--- config.mk ---
export PLATFORM = sky130hd
export DESIGN_NAME = vram_scanout_flat
export DESIGN_NICKNAME = d
export VERILOG_FILES = /design/src/rtl/vram_scanout_if.sv /design/src/rtl/vram_scanout.sv /design/src/flat_wrapper.sv
export SDC_FILE = /design/constraint.sdc
export NUM_CORES = 1
export LEC_CHECK = 0
export BUFFER_PORTS_ARGS = -buffer_cell sky130_fd_sc_hd__buf_2
export CAP_MARGIN = 20
export CORE_MARGIN = 2
export CORE_UTILIZATION = 30
export DETAILED_ROUTE_END_ITERATION = 10
export GPL_TIMING_DRIVEN = 0
export PLACE_DENSITY_LB_ADDON = 0.1
export SYNTH_ARGS = -nofsm -noshare
export SYNTH_HDL_FRONTEND = slang
export SYNTH_SLANG_ARGS = --single-unit
--- constraint.sdc ---
create_clock -name clk -period 7.4 [get_ports clk]
set_input_delay 0.37 -clock clk [delete_from_list [all_inputs] [get_ports clk]]
set_output_delay 0.37 -clock clk [all_outputs]
set_load 0.05 [all_outputs]
--- src/rtl/vram_scanout_if.sv ---
// vram_scanout_if -- read-only VRAM port between the scanout engine and a
// registered-read 4K x 8 VRAM.
//   addr : 12-bit read address, driven by the scanout engine (master)
//   data : 8-bit read data, valid one clk after addr changes (slave drives)
// Reads are continuous, so there is no strobe and no write path.
interface vram_scanout_if;
  logic [11:0] addr;
  logic [7:0]  data;

  modport master (output addr, input data);
  modport slave  (input addr, output data);
endinterface

--- src/rtl/vram_scanout.sv ---
// vram_scanout -- 256x128 monochrome (1 bpp) raster scanout from a 4K VRAM.
// Ports:
//   clk         : system clock
//   rst_n       : synchronous active-low reset
//   pix_en      : pixel tick enable; all state advances only when high
//   vram        : VRAM read port (master): addr out, data in
//   pixel       : current pixel, 0 outside the visible region
//   hsync/vsync : sync outputs, polarity set by SYNC_ACTIVE_LOW
//   active      : high while the presented pixel is visible
//   frame_start : one-clk pulse on the tick that enters pixel (0,0)
module vram_scanout #(
  parameter int H_FP            = 16,
  parameter int H_SYNC          = 32,
  parameter int H_BP            = 16,
  parameter int V_FP            = 8,
  parameter int V_SYNC          = 4,
  parameter int V_BP            = 20,
  parameter int SYNC_ACTIVE_LOW = 1
) (
  input  logic           clk,
  input  logic           rst_n,
  input  logic           pix_en,
  vram_scanout_if.master vram,
  output logic           pixel,
  output logic           hsync,
  output logic           vsync,
  output logic           active,
  output logic           frame_start
);

  localparam int H_ACTIVE = 256;
  localparam int V_ACTIVE = 128;
  localparam int H_TOTAL  = H_ACTIVE + H_FP + H_SYNC + H_BP;
  localparam int V_TOTAL  = V_ACTIVE + V_FP + V_SYNC + V_BP;
  localparam int H_W      = $clog2(H_TOTAL);
  localparam int V_W      = $clog2(V_TOTAL);

  localparam logic [H_W-1:0] H_ACT_C  = H_W'(H_ACTIVE);
  localparam logic [H_W-1:0] H_LAST_C = H_W'(H_TOTAL - 1);
  localparam logic [H_W-1:0] HS_BEG_C = H_W'(H_ACTIVE + H_FP);
  localparam logic [H_W-1:0] HS_END_C = H_W'(H_ACTIVE + H_FP + H_SYNC - 1);
  localparam logic [V_W-1:0] V_ACT_C  = V_W'(V_ACTIVE);
  localparam logic [V_W-1:0] V_LAST_C = V_W'(V_TOTAL - 1);
  localparam logic [V_W-1:0] VS_BEG_C = V_W'(V_ACTIVE + V_FP);
  localparam logic [V_W-1:0] VS_END_C = V_W'(V_ACTIVE + V_FP + V_SYNC - 1);

  logic [H_W-1:0] h_cnt_q, h_cnt_d, h_nxt;
  logic [V_W-1:0] v_cnt_q, v_cnt_d, v_nxt;
  logic [11:0]    vram_addr_q, vram_addr_d;
  logic [7:0]     shreg_q, shreg_d;
  logic           frame_start_q, frame_start_d;
  logic           hsync_on, vsync_on;

  // Raster position one tick ahead of the presented pixel.
  always_comb begin
    h_nxt = h_cnt_q + 1'b1;
    v_nxt = v_cnt_q;
    if (h_cnt_q == H_LAST_C) begin
      h_nxt = '0;
      v_nxt = (v_cnt_q == V_LAST_C) ? '0 : v_cnt_q + 1'b1;
    end
  end

  always_comb begin
    h_cnt_d       = h_cnt_q;
    v_cnt_d       = v_cnt_q;
    vram_addr_d   = vram_addr_q;
    shreg_d       = shreg_q;
    frame_start_d = 1'b0;
    if (pix_en) begin
      h_cnt_d       = h_nxt;
      v_cnt_d       = v_nxt;
      frame_start_d = (h_nxt == '0) && (v_nxt == '0);
      // vram_addr always points at the next byte to show; the byte it
      // addresses has been on vram.data for at least 8 ticks (or the whole
      // blanking interval) by the time it is loaded.
      if ((h_nxt < H_ACT_C) && (v_nxt < V_ACT_C) && (h_nxt[2:0] == 3'd0)) begin
        shreg_d     = vram.data;
        vram_addr_d = vram_addr_q + 12'd1;
      end else begin
        shreg_d = {shreg_q[6:0], 1'b0};
      end
      // Re-align to byte 0 on vertical blank entry so a disturbed address
      // can never persist into the next frame.
      if (v_nxt == V_ACT_C) begin
        vram_addr_d = '0;
      end
    end
  end

  // Reset parks the raster in vertical blank, H_TOTAL-256 ticks before (0,0).
  always_ff @(posedge clk) begin
    if (!rst_n) begin
      h_cnt_q       <= H_ACT_C;
      v_cnt_q       <= V_LAST_C;
      vram_addr_q   <= '0;
      shreg_q       <= '0;
      frame_start_q <= 1'b0;
    end else begin
      h_cnt_q       <= h_cnt_d;
      v_cnt_q       <= v_cnt_d;
      vram_addr_q   <= vram_addr_d;
      shreg_q       <= shreg_d;
      frame_start_q <= frame_start_d;
    end
  end

  assign vram.addr   = vram_addr_q;
  assign frame_start = frame_start_q;
  assign active      = (h_cnt_q < H_ACT_C) && (v_cnt_q < V_ACT_C);
  assign pixel       = active & shreg_q[7];
  assign hsync_on    = (h_cnt_q >= HS_BEG_C) && (h_cnt_q <= HS_END_C);
  assign vsync_on    = (v_cnt_q >= VS_BEG_C) && (v_cnt_q <= VS_END_C);
  assign hsync       = (SYNC_ACTIVE_LOW != 0) ? ~hsync_on : hsync_on;
  assign vsync       = (SYNC_ACTIVE_LOW != 0) ? ~vsync_on : vsync_on;

endmodule
--- src/flat_wrapper.sv ---
// flat-port wrapper written by rule: the top's interface ports become plain ports
module vram_scanout_flat 
#(
  parameter int H_FP            = 16,
  parameter int H_SYNC          = 32,
  parameter int H_BP            = 16,
  parameter int V_FP            = 8,
  parameter int V_SYNC          = 4,
  parameter int V_BP            = 20,
  parameter int SYNC_ACTIVE_LOW = 1
)
  (clk, rst_n, pix_en, pixel, hsync, vsync, active, frame_start, vram_addr, vram_data);
  vram_scanout_if vram_i ();
  input  logic clk;
  input  logic rst_n;
  input  logic pix_en;
  output logic pixel;
  output logic hsync;
  output logic vsync;
  output logic active;
  output logic frame_start;
  output wire logic [$bits(vram_i.addr)-1:0] vram_addr;
  input wire logic [$bits(vram_i.data)-1:0] vram_data;
  assign vram_addr = vram_i.addr;
  assign vram_i.data = vram_data;
  vram_scanout #(.H_FP(H_FP), .H_SYNC(H_SYNC), .H_BP(H_BP), .V_FP(V_FP), .V_SYNC(V_SYNC), .V_BP(V_BP), .SYNC_ACTIVE_LOW(SYNC_ACTIVE_LOW)) u_core (.clk(clk), .rst_n(rst_n), .pix_en(pix_en), .vram(vram_i), .pixel(pixel), .hsync(hsync), .vsync(vsync), .active(active), .frame_start(frame_start));
endmodule
Word-level counts from Yosys, hierarchy flattened
Cells that the tools add are included.
{"block": "classes", "n_addsub": 3, "order_cmp": 8, "eq_ne": 3, "muxes": 6, "bitwise_logic": 3, "reduce_logical": 12}
{"cell": "2-to-1 mux 12 bit", "count": 2}
{"cell": "2-to-1 mux 8 bit", "count": 3}
{"cell": "less-than comparator 9 bit, second input constant", "count": 2}
{"cell": "== test 8 bit, second input constant", "count": 2}
{"cell": "less-than comparator 8 bit, second input constant", "count": 2}
{"cell": "adder 12 x 1 -> 12 bit, second input constant", "count": 1}
{"cell": "adder 9 x 1 -> 9 bit, second input constant", "count": 1}
{"cell": "== test 9 bit, second input constant", "count": 1}
{"cell": ">= comparator 9 bit, second input constant", "count": 1}
{"cell": "<= comparator 9 bit, second input constant", "count": 1}
{"cell": "logical NOT 9 bit", "count": 1}
{"cell": "2-to-1 mux 9 bit", "count": 1}
{"cell": "adder 8 x 1 -> 8 bit, second input constant", "count": 1}
{"cell": ">= comparator 8 bit, second input constant", "count": 1}
{"cell": "<= comparator 8 bit, second input constant", "count": 1}
{"cell": "logical NOT 8 bit", "count": 1}
{"cell": "logical AND 1 bit", "count": 6}
{"cell": "AND reduction 2 bit", "count": 2}
{"cell": "logical NOT 3 bit", "count": 1}
{"cell": "NOT 1 bit", "count": 2}
{"cell": "nonzero test 2 bit", "count": 1}
{"cell": "AND 1 bit", "count": 1}
{"block": "totals", "reg_bits": 38, "inputBits": 11, "output_inout_bits": 17, "wordCells": 40}

Depth between registers and ports, before layout
Gate-level depths: netlist of run 1.
{"block": "depth", "ltp_word": 8, "depth_mapped": 10, "depth_no_buf": 8}

Worst setup path after synthesis of run 1
OpenSTA, ideal clock, no wires.
{"block": "synth_path", "path_kind": "register -> register", "from": "register u_core.h_cnt_q[0]", "to": "register u_core.shreg_q[4]", "setup_ns": 0.132, "arrival_ns": 2.232, "required_ns": 7.268, "slack_ns": 5.036, "stages_incl_launch_ff": 10, "path_buffers": 1, "synth_period_minus_slack_ns": 2.364, "cell_sequence": "dfxtp_1 -> inv_1 -> ha_1 -> or3b_1 -> o21ai_0 -> a211oi_2 -> nor4_4 -> buf_6 -> mux2i_1 -> a21oi_1"}
{"block": "synth_between", "elab_chain_len": 6, "elab_cells_between_ends": 10, "cone_classes": "add/sub: 1; order compare: 2; eq/ne: 1; mux: 3; reduce/logical: 3"}
{"item": "start: declaration", "line_no": "vram_scanout.sv:47", "rtl": "logic [H_W-1:0] h_cnt_q, h_cnt_d, h_nxt;"}
{"item": "start signal: assignment", "line_no": "vram_scanout.sv:100", "rtl": "h_cnt_q <= h_cnt_d;"}
{"item": "adder 9 x 1 -> 9 bit or == test 9 bit (tied branches)", "line_no": "vram_scanout.sv:56, vram_scanout.sv:58"}
{"item": "2-to-1 mux 9 bit or 2-to-1 mux 8 bit (tied branches)", "line_no": "vram_scanout.sv:58", "rtl": "if (h_cnt_q == H_LAST_C) begin"}
{"item": "less-than comparator 9 bit or less-than comparator 8 bit (tied branches)", "line_no": "vram_scanout.sv:77", "rtl": "if ((h_nxt < H_ACT_C) && (v_nxt < V_ACT_C) && (h_nxt[2:0] == 3'd0)) begin"}
{"item": "logical AND 1 bit", "line_no": "vram_scanout.sv:77"}
{"item": "logical AND 1 bit *", "line_no": "vram_scanout.sv:77"}
{"item": "2-to-1 mux 8 bit *", "line_no": "vram_scanout.sv:77"}
{"item": "end signal: assignment", "line_no": "vram_scanout.sv:103", "rtl": "shreg_q <= shreg_d;"}
{"item": "end: declaration", "line_no": "vram_scanout.sv:50", "rtl": "logic [7:0] shreg_q, shreg_d;"}
Mark *: on every way between the ends. The rest lies on a longest branch, timed or not.
A chain may end at the register's enable or synchronous reset.

Worst setup path after layout of run 1
{"block": "layout_path", "from": "register u_core.h_cnt_q[0]", "to": "register u_core.vram_addr_q[2] (netlist: u_core.vram.addr[2])"}
{"block": "layout_between", "elab_chain_len": 7, "elab_cells_between_ends": 13, "cone_classes": "add/sub: 1; order compare: 2; eq/ne: 2; mux: 3; reduce/logical: 5"}
{"item": "adder 9 x 1 -> 9 bit or == test 9 bit (tied branches)", "line_no": "vram_scanout.sv:56, vram_scanout.sv:58"}
{"item": "2-to-1 mux 9 bit or 2-to-1 mux 8 bit (tied branches)", "line_no": "vram_scanout.sv:58"}
{"item": "less-than comparator 9 bit or less-than comparator 8 bit (tied branches)", "line_no": "vram_scanout.sv:77"}
{"item": "logical AND 1 bit (2 in a row)", "line_no": "vram_scanout.sv:77"}
{"item": "nonzero test 2 bit (no line)"}
{"item": "AND reduction 2 bit (no line)"}
{"item": "end signal: assignment", "line_no": "vram_scanout.sv:102", "rtl": "vram_addr_q <= vram_addr_d;"}
{"item": "end: declaration", "line_no": "vram_scanout.sv:49", "rtl": "logic [11:0] vram_addr_q, vram_addr_d;"}
Parallel ways exist; a longest one is shown, timed or not.

==> results of run 1 <==
[registers in the layout, indices dropped and copies added, names as in the netlist]
signal,count
u_core.v_cnt_q,8
u_core.vram.addr,12
u_core.h_cnt_q,9
u_core.frame_start,1
u_core.shreg_q,8
[kinds of logic (layout without fill, tap and decap cells)]
logic type      Yosys count  after routing  share of synthesized area (%)
simple gates            128            128                           30.0
compound gates           75             75                           21.4
buf+inv                  39             73                           6.74
flops                    38             38                           30.6
mux                      12             12                           4.83
xor+xnor                 11             11                           3.87
fa+ha+maj                 5              5                           2.52
[cell usage in the layout, fill, tap and decap left out, drive strengths merged, types with 3 or more instances in the layout]
cell	instances
dfxtp	38
buf	34
o21ai	23
nand2	22
nor2	20
clkbuf	19
inv	18
and2	18
nand3	15
a21oi	13
mux2i	12
o31ai	9
nor3	9
xnor2	9
and3	7
nor2b	7
nand4	7
nor4	7
ha	5
a41oi	5
o211ai	4
nand2b	3
a31oi	3
o311ai	3
a32oi	3
[final timing paths]
| kind | start | endpoint | depth (start not counted) |
|---|---|---|---|
| worst max-delay path | u_core.h_cnt_q[0] | u_core.vram.addr[2] | 8 |
| worst min-delay path | vram_data[0] | u_core.shreg_q[0] | 3 |
| worst max register to register | u_core.h_cnt_q[0] | u_core.vram.addr[2] | 8 |
| worst min register to register | u_core.shreg_q[0] | u_core.shreg_q[0] | 2 |
[through the flow]
| step | util, % | power [W] | std cells | hold WS, ps | area [um2] |
|---|---|---|---|---|---|
| final | 35.5 | 0.000460 | 447 | 351 | 2890 |
| after global routing | 35.5 | 0.000475 | 447 | 360 | 2890 |
| after CTS | 35.5 | 0.000466 | 447 | 342 | 2890 |
| after detailed placement | 33.8 | 0.000238 | 439 | 466 | 2750 |
| after global placement | 33.8 | 0.000238 | 439 | 465 | 2750 |
| after floorplan | - | 0.000228 | 308 | 444 | 2490 |
[power groups by stage]
stage                     clock network, W   logic, W  registers, W
after floorplan                          0  0.0000146      0.000214
after global placement                   0  0.0000234      0.000214
after detailed placement                 0  0.0000234      0.000214
after CTS                         0.000233  0.0000235      0.000210
after global routing              0.000238  0.0000264      0.000210
final                             0.000227  0.0000232      0.000210
[metal layers]
layer  routed length (um)  global-route usage (%)  up-vias
li1                     -                       -     1183
met1                 3390                    22.0     1116
met2                 2990                    25.4       47
met3                  239                    2.85        8
met4                   77                    4.11        0
met5                    0                       0        -
[area by class of cell]
class	count	area (um2)	area share, %
multi-input cells	231	1560	53.9
flip-flops and latches	38	761	26.3
well taps	105	131	4.54
repair buffers	26	130	4.50
plain buffers	21	100	3.46
clock buffers	6	82.6	2.86
inverters	18	67.6	2.34
clock inverters	2	60.1	2.08
[worst max-delay path: cells and delay by family (launching register included)]
kind | cells | cell delay (ps)
AND/OR/NAND/NOR | 3 | 950
adder cells (fa/ha/maj) | 1 | 170
buffers and inverters | 1 | 200
AO/OA/AOI/OAI | 3 | 930
flip-flops | 1 | 440
[cell usage after synthesis (all sizes together), types with 12 or more instances]
cell / count / share of area, %
a21oi: 13 / 2.6
and2: 18 / 4.5
clkbuf: 13 / 2.0
dfxtp: 38 / 31
inv: 18 / 2.7
mux2i: 12 / 4.8
nand2: 22 / 3.3
nand3: 15 / 3.0
nor2: 20 / 3.1
o21ai: 23 / 4.8
==> results.json, run 1 <==
{
  "detail_route.vias_per_cell": 5.27,
  "ant_nets": 0,
  "max_fanout_on_critical_path": 8,
  "wl_per_cell_um": 15.0,
  "path_class": "flip-flop to flip-flop",
  "timing.reg2reg.setup_slack_ps": 4570,
  "worst_path_largest_cell_delay_ps": 610,
  "die_height_um": 95.1,
  "later_pin_clock_latency_in_the_skew_report_ps": 300,
  "synthToLayoutAreaGrowth_pct": 16.2,
  "synth_cell_type_count": 55,
  "detail_route.iter0.violations": 85,
  "cts.repair.resized": 0,
  "cts_max_path_buffers": 2,
  "vias": 2354,
  "layout_min_cycle_time_ps": 2830,
  "drcViolationCount": 0,
  "static-leakage-power_nw": 1.19,
  "p_sw_share_pct": 21.7,
  "initial_utilization_pct": 30.6,
  "seqPwrFrac_pct": 45.6,
  "holdCritPathClass": "input pin to flip-flop",
  "syn_nets": 324,
  "setup_repair_after_global_routing_missed_its_margin": "false",
  "totalNegativeSetupSlack_ps": 0,
  "design.portCount": 28,
  "grt_pass1_wl_mm": 11.3,
  "firstDrtPassIters": 4,
  "timing.critical_path.from_type": "flip-flop",
  "setup_violations": 0,
  "synth_top_flop_cell": "sky130_fd_sc_hd__dfxtp_1",
  "yosys_warnings": 0,
  "finalMaxSlewViolations": 0,
  "clk_transition_reported_paths_ps": 90,
  "clockRootBuffer": "sky130_fd_sc_hd__clkbuf_8",
  "initial_antenna_violation_count": 0,
  "place.detailed.hpwl_mm": 4.90,
  "cpMaxStageDelayCell": "sky130_fd_sc_hd__o41ai_4",
  "timing.critical_path.cells": "ha_1, buf_2, nand4b_4, or2_4, o41ai_4, o21bai_1, nor2_1, o31ai_1",
  "coreArea_um2": 8130,
  "power-per-cell-area_nw_per_um2": 159,
  "comb_power_share_pct": 5.0,
  "io_buffer_count": 26,
  "final.fill_count": 887,
  "crit_path_end_kind": "flip-flop",
  "cp_data_arrival_time_ps": 2990,
  "first_global_vias": 2204,
  "clock-sinks": 38,
  "synth.cell_area_um2": 2490,
  "cts_setup_buffers": 0,
  "mapped_cells": 308,
  "required_ps": 7560,
  "intPower_w": 0.000360,
  "design.die.area_um2": 9040,
  "antenna_diode_instance_count": 0,
  "tritoncts": "yes",
  "synth_seq_cells": 38,
  "vdd_drop_max_v": 0.0000707,
  "place.gp.congestion": 0.816,
  "clock_power_share_pct": 49.3,
  "worst_slew_pin_slew_ps": 832,
  "synth_edf_count": 0,
  "total_switching_power_w": 0.0000999,
  "final-hold-violation-count": 0,
  "avg_cell_area_syn_um2": 8.08,
  "grt_max_degree": 13,
  "cap_violations": 0,
  "dp_slack_ps": 4570,
  "layout.nets": 357,
  "die_w_um": 95.1,
  "drive_above_1_share_pct": 16.4,
  "cts-hold-fix-buffers": 0,
  "numCtsBuffers": 5,
  "asyncSetResetFlopFracSynth_pct": 0,
  "synth-seq-area-share_pct": 30.6,
  "worst_slew_margin_rel_pct": 44.1,
  "clock-skew-final_ps": 8.55,
  "overall_overflow_remaining_after_global_route": 0,
  "htree_levels": 2,
  "achievable-frequency_mhz": 353,
  "outcome": "finished, final reports clean",
  "setup_slack_ps": 4570,
  "grt.total_usage_pct": 15.9,
  "placement_rows": 33,
  "period_share_pct": 38.3,
  "wl_mm": 6.70
}
(Power assumes the default switching activity.)
==> run 2, diff against run 1 <==
- clock period: 7.4 -> 2.29 ns (I/O delays scaled with it)
==> results.json, run 2 (synthesis gave the netlist of run 1 again) <==
{
  "outcome": "finished, final reports clean",
  "power-per-cell-area_nw_per_um2": 405,
  "max_fanout_on_critical_path": 5,
  "later_pin_clock_latency_in_the_skew_report_ps": 300,
  "grt.total_usage_pct": 16.2,
  "layout_min_cycle_time_ps": 2240,
  "drcViolationCount": 0,
  "worst_path_largest_cell_delay_ps": 400,
  "die_w_um": 95.1,
  "grt_max_degree": 13,
  "holdWs_ps": 88.6,
  "placement_rows": 33,
  "mostFrequentLayoutCells": "33 x sky130_fd_sc_hd__dfxtp_1, 30 x sky130_fd_sc_hd__buf_2, 22 x sky130_fd_sc_hd__nand2_1",
  "layout.nets": 376,
  "dp_slack_ps": -478,
  "tritoncts": "yes",
  "antenna_diode_instance_count": 0,
  "die_height_um": 95.1,
  "clock-skew-final_ps": 10.2,
  "path_class": "flip-flop to flip-flop",
  "cts_max_path_buffers": 2,
  "design.portCount": 28,
  "wl_per_cell_um": 15.5,
  "crit_path_end_kind": "flip-flop",
  "worst_slew_margin_rel_pct": 59.2,
  "setup_repair_after_global_routing_missed_its_margin": "true",
  "worst_slew_pin_slew_ps": 610,
  "vias": 2424,
  "numCtsBuffers": 5,
  "clockRootBuffer": "sky130_fd_sc_hd__clkbuf_8",
  "ant_nets": 0,
  "design.die.area_um2": 9040,
  "place.detailed.hpwl_mm": 4.86,
  "achievable-frequency_mhz": 446,
  "cts-hold-fix-buffers": 0,
  "io_buffer_count": 26,
  "static-leakage-power_nw": 1.30,
  "final-hold-violation-count": 0,
  "setup_slack_ps": 48.4,
  "timing.critical_path.cells": "inv_2, ha_4, or3b_4, a21oi_4, a211oi_4, nor4_4, buf_6, mux2i_1, a21oi_1",
  "setup_violations": 0,
  "cpMaxStageDelayCell": "sky130_fd_sc_hd__or3b_4",
  "clock-sinks": 38,
  "final.fill_count": 859,
  "firstDrtPassIters": 4,
  "coreArea_um2": 8130,
  "vdd_drop_max_v": 0.000229,
  "finalMaxSlewViolations": 0,
  "synthToLayoutAreaGrowth_pct": 27.0,
  "overall_overflow_remaining_after_global_route": 0,
  "grt_pass1_wl_mm": 11.5,
  "totalNegativeSetupSlack_ps": 0,
  "place.gp.congestion": 0.802,
  "holdCritPathClass": "input pin to flip-flop",
  "post-layout-total-power_w": 0.00128,
  "drive_above_1_share_pct": 28.3,
  "final_common_cell": "sky130_fd_sc_hd__dfxtp_1",
  "period_share_pct": 97.9,
  "first_global_vias": 2264,
  "largest_register_ff_count": 12,
  "initial_antenna_violation_count": 0,
  "clk_transition_reported_paths_ps": 90,
  "cp_data_arrival_time_ps": 2410,
  "initial_utilization_pct": 30.6,
  "htree_levels": 2,
  "required_ps": 2460,
  "wl_mm": 7.21,
  "detail_route.vias_per_cell": 5.20,
  "utilization_pct": 38.8,
  "cap_violations": 0,
  "detail_route.iter0.violations": 82,
  "timing.critical_path.from_type": "flip-flop"
}
## run 2: worst max-delay path, delay by kind of cell, from the launching register on
family / cells / cell delay (ps)
adders and majority gates: 1 / 240
buffers and inverters: 2 / 240
DFF: 1 / 350
muxes: 1 / 190
AOI/OAI and AO/OA: 3 / 320
and+or+nand+nor: 2 / 790
## run 2: per-layer routing
metal | wire (um) | vias to the layer above | GRT usage [%]
met2 | 3190 | 54 | 24.3
met4 | 53 | 0 | 3.38
met5 | 0 | - | 0
met1 | 3650 | 1149 | 23.6
li1 | - | 1216 | -
met3 | 315 | 5 | 3.95
## run 2: power breakdown
part	internal, W	switching [W]
combinational	0.0000338	0.0000538
clock	0.000243	0.000272
sequential	0.000671	0.00000559
## run 2: worst paths after layout
path / start / to / slack [ps] / cells after the start
hold / removal: vram_data[1] / u_core.shreg_q[1] / 90 / 3
hold reg to reg: u_core.shreg_q[0] / u_core.shreg_q[0] / 480 / 2
setup reg to reg: u_core.h_cnt_q[1] / u_core.shreg_q[5] / 50 / 9
setup / recovery: u_core.h_cnt_q[1] / u_core.shreg_q[5] / 50 / 9
## run 2: stage by stage
step / instances / area (um2)
5_1_grt: 466 / 3160
2_1_floorplan: 308 / 2490
6_report: 466 / 3160
3_3_place_gp: 439 / 2750
3_5_place_dp: 439 / 2750
4_1_cts: 458 / 3030
## run 2: area by class of cell
type                    count  area, um2  share of cell area [%]
multi-input cells         231       1700                    53.7
clock inverters             2       12.5                   0.396
repair buffers             47        299                    9.47
clock buffers               6       82.6                    2.61
well taps                 105        131                    4.16
inverters                  18       67.6                    2.14
plain buffers              19       98.8                    3.13
flip-flops and latches     38        769                    24.4
## run 2: timing repair
item | 4_1_cts | 5_1_grt
endpoints found under the setup margin | 22 | 20
buffers inserted | 13 | 7
pin swaps | 7 | 16
gates cloned | 0 | 1
resized for setup | 22 | 19
==> run 3, diff against run 2 <==
- REMOVE_ABC_BUFFERS: unset -> 1
- clock period: 2.29 -> 2.73 ns (I/O delays scaled with it)
==> results.json, run 3 (synthesis gave the netlist of run 1 again) <==
{
  "outcome": "finished, final reports clean",
  "clock-skew-final_ps": 4.86,
  "vdd_drop_max_v": 0.000144,
  "detail_route.vias_per_cell": 5.17,
  "place.detailed.hpwl_mm": 4.27,
  "die_height_um": 95.1,
  "first_global_vias": 2052,
  "holdCritPathClass": "input pin to flip-flop",
  "htree_levels": 2,
  "wl_per_cell_um": 14.5,
  "setup_repair_after_global_routing_missed_its_margin": "false",
  "worstReg2RegStart": "u_core.h_cnt_q[0]",
  "power-per-cell-area_nw_per_um2": 390,
  "design.portCount": 28,
  "placement_rows": 33,
  "later_pin_clock_latency_in_the_skew_report_ps": 290,
  "path_class": "flip-flop to flip-flop",
  "dpl_cell_area_um2": 2650,
  "detail_route.iter0.violations": 67,
  "layout.nets": 343,
  "area.sequential_um2": 762,
  "synthToLayoutAreaGrowth_pct": 15.0,
  "stdcell_count": 433,
  "grt-busiest-layer": "met2",
  "grt_pass1_wl_mm": 10.4,
  "worstHoldStart": "vram_data[0]",
  "max_fanout_on_critical_path": 8,
  "mostFrequentLayoutCells": "37 x sky130_fd_sc_hd__dfxtp_1, 27 x sky130_fd_sc_hd__buf_2, 22 x sky130_fd_sc_hd__nand2_1",
  "worst_slew_margin_rel_pct": 45.6,
  "place.gp.congestion": 0.757,
  "drcViolationCount": 0,
  "timing.critical_path.from_type": "flip-flop",
  "crit_path_end_kind": "flip-flop",
  "design.die.area_um2": 9040,
  "ant_nets": 0,
  "clockRootBuffer": "sky130_fd_sc_hd__clkbuf_8",
  "tritoncts": "yes",
  "initial_antenna_violation_count": 0,
  "setup_violations": 0,
  "worst_reg2reg_path_endpoint": "u_core.vram.addr[5]",
  "largest_register_ff_count": 12,
  "cp_data_arrival_time_ps": 2740,
  "global_route.usage.met2_pct": 22.2,
  "final.fill_count": 862,
  "overall_overflow_remaining_after_global_route": 0,
  "vias": 2240,
  "timing.reg2reg.setup_slack_ps": 170,
  "grt_max_degree": 37,
  "final-hold-violation-count": 0,
  "worst-r2r-cell-count": 8,
  "grt_use_met3_pct": 2.37,
  "initial_utilization_pct": 30.6,
  "multiInputGateArea_um2": 1600,
  "finalMaxSlewViolations": 0,
  "io_buffer_count": 27,
  "clock-sinks": 38,
  "drive_above_1_share_pct": 17.7,
  "required_ps": 2910,
  "static-leakage-power_nw": 1.16,
  "totalNegativeSetupSlack_ps": 0,
  "period_share_pct": 93.9,
  "worst_slew_pin_slew_ps": 815,
  "grt.total_usage_pct": 14.5,
  "wl_mm": 6.30,
  "dpl.cell_count": 419,
  "timing.hold.worst_endpoint": "u_core.shreg_q[0]",
  "firstDrtPassIters": 4,
  "clk_transition_reported_paths_ps": 80,
  "grt_use_met1_pct": 21.1,
  "cts-hold-fix-buffers": 0,
  "final_design_area_no_fill_um2": 2860,
  "coreArea_um2": 8130,
  "die_w_um": 95.1,
  "antenna_diode_instance_count": 0,
  "final_common_cell": "sky130_fd_sc_hd__dfxtp_1",
  "layout_min_cycle_time_ps": 2560,
  "hold_path_depth": 3,
  "cts_max_path_buffers": 2,
  "cap_violations": 0,
  "numCtsBuffers": 5,
  "achievable-frequency_mhz": 390
}
==> run 3: cell types whose count changed in the layout (fill, tap and decap cells not counted), sizes merged <==
cell,change
clkinv,+1
clkbuf,-12
bufinv,+1
clkinvlp,-1
buf,-22
==> run 3: worst max path at each step <==
stage / cells past startpoint / endpoint / slack [ps] / start
2_1_floorplan: 8 / u_core.shreg_q[1] / 270 / u_core.h_cnt_q[0]
3_3_place_gp: 7 / u_core.shreg_q[7] / -530 / u_core.h_cnt_q[0]
3_5_place_dp: 7 / u_core.shreg_q[7] / -510 / u_core.h_cnt_q[0]
4_1_cts: 7 / u_core.vram.addr[10] / 0.4 / u_core.h_cnt_q[0]
5_1_grt: 8 / u_core.vram.addr[5] / 40 / u_core.h_cnt_q[0]
6_report: 8 / u_core.vram.addr[5] / 170 / u_core.h_cnt_q[0]
==> run 3: per-stage QoR <==
stage | util (%) | power (W) | hold slack, ps | worst slack (ps)
finish | 35.2 | 0.00112 | 104 | 167
detailed placement | 32.6 | 0.000639 | 420 | -511
global route | 35.2 | 0.00117 | 102 | 35.9
CTS | 34.5 | 0.00114 | 99.7 | 0.409
floorplan | - | 0.000608 | 198 | 272
global placement | 32.6 | 0.000639 | 420 | -526
==> run 3: power breakdown <==
group          leakage [nW]   total, W  switching [W]  internal [W]
sequential            0.308   0.000569     0.00000629      0.000563
combinational         0.795  0.0000569      0.0000364     0.0000205
clock                0.0579   0.000491       0.000221      0.000269
total                  1.16    0.00112       0.000264      0.000853
==> run 3: layout make-up <==
| cell class | count | share of cell area [%] |
|---|---|---|
| clock buffers | 5 | 2.41 |
| clock inverters | 3 | 1.40 |
| inverters | 18 | 2.36 |
| multi-input cells | 231 | 55.9 |
| flip-flops and latches | 38 | 26.6 |
| well taps | 105 | 4.59 |
| repair buffers | 33 | 6.74 |
==> run 3: worst max-delay path, cell delays in order (launching register included) <==
cell	delay (ps)
sky130_fd_sc_hd__dfxtp_2	390
sky130_fd_sc_hd__inv_1	60
sky130_fd_sc_hd__ha_1	320
sky130_fd_sc_hd__or3b_1	390
sky130_fd_sc_hd__a21oi_1	230
sky130_fd_sc_hd__a211oi_4	130
sky130_fd_sc_hd__or4_1	590
sky130_fd_sc_hd__nor3_1	250
sky130_fd_sc_hd__o31ai_1	90
==> run 3: repair_timing <==
action / CTS / global route
endpoints found under the hold margin: 0 / 0
setup endpoints to repair: 21 / 21
pin swaps: 2 / 2
buffers inserted: 2 / 4
resized for setup: 3 / 5
==> run 3: routing by layer <==
layer  vias to the layer above  part of all wire (%)
met5                         -                     0
met4                         0                  0.92
met3                         7                   3.3
met2                        45                    45
met1                      1043                    51
li1                       1145                     -
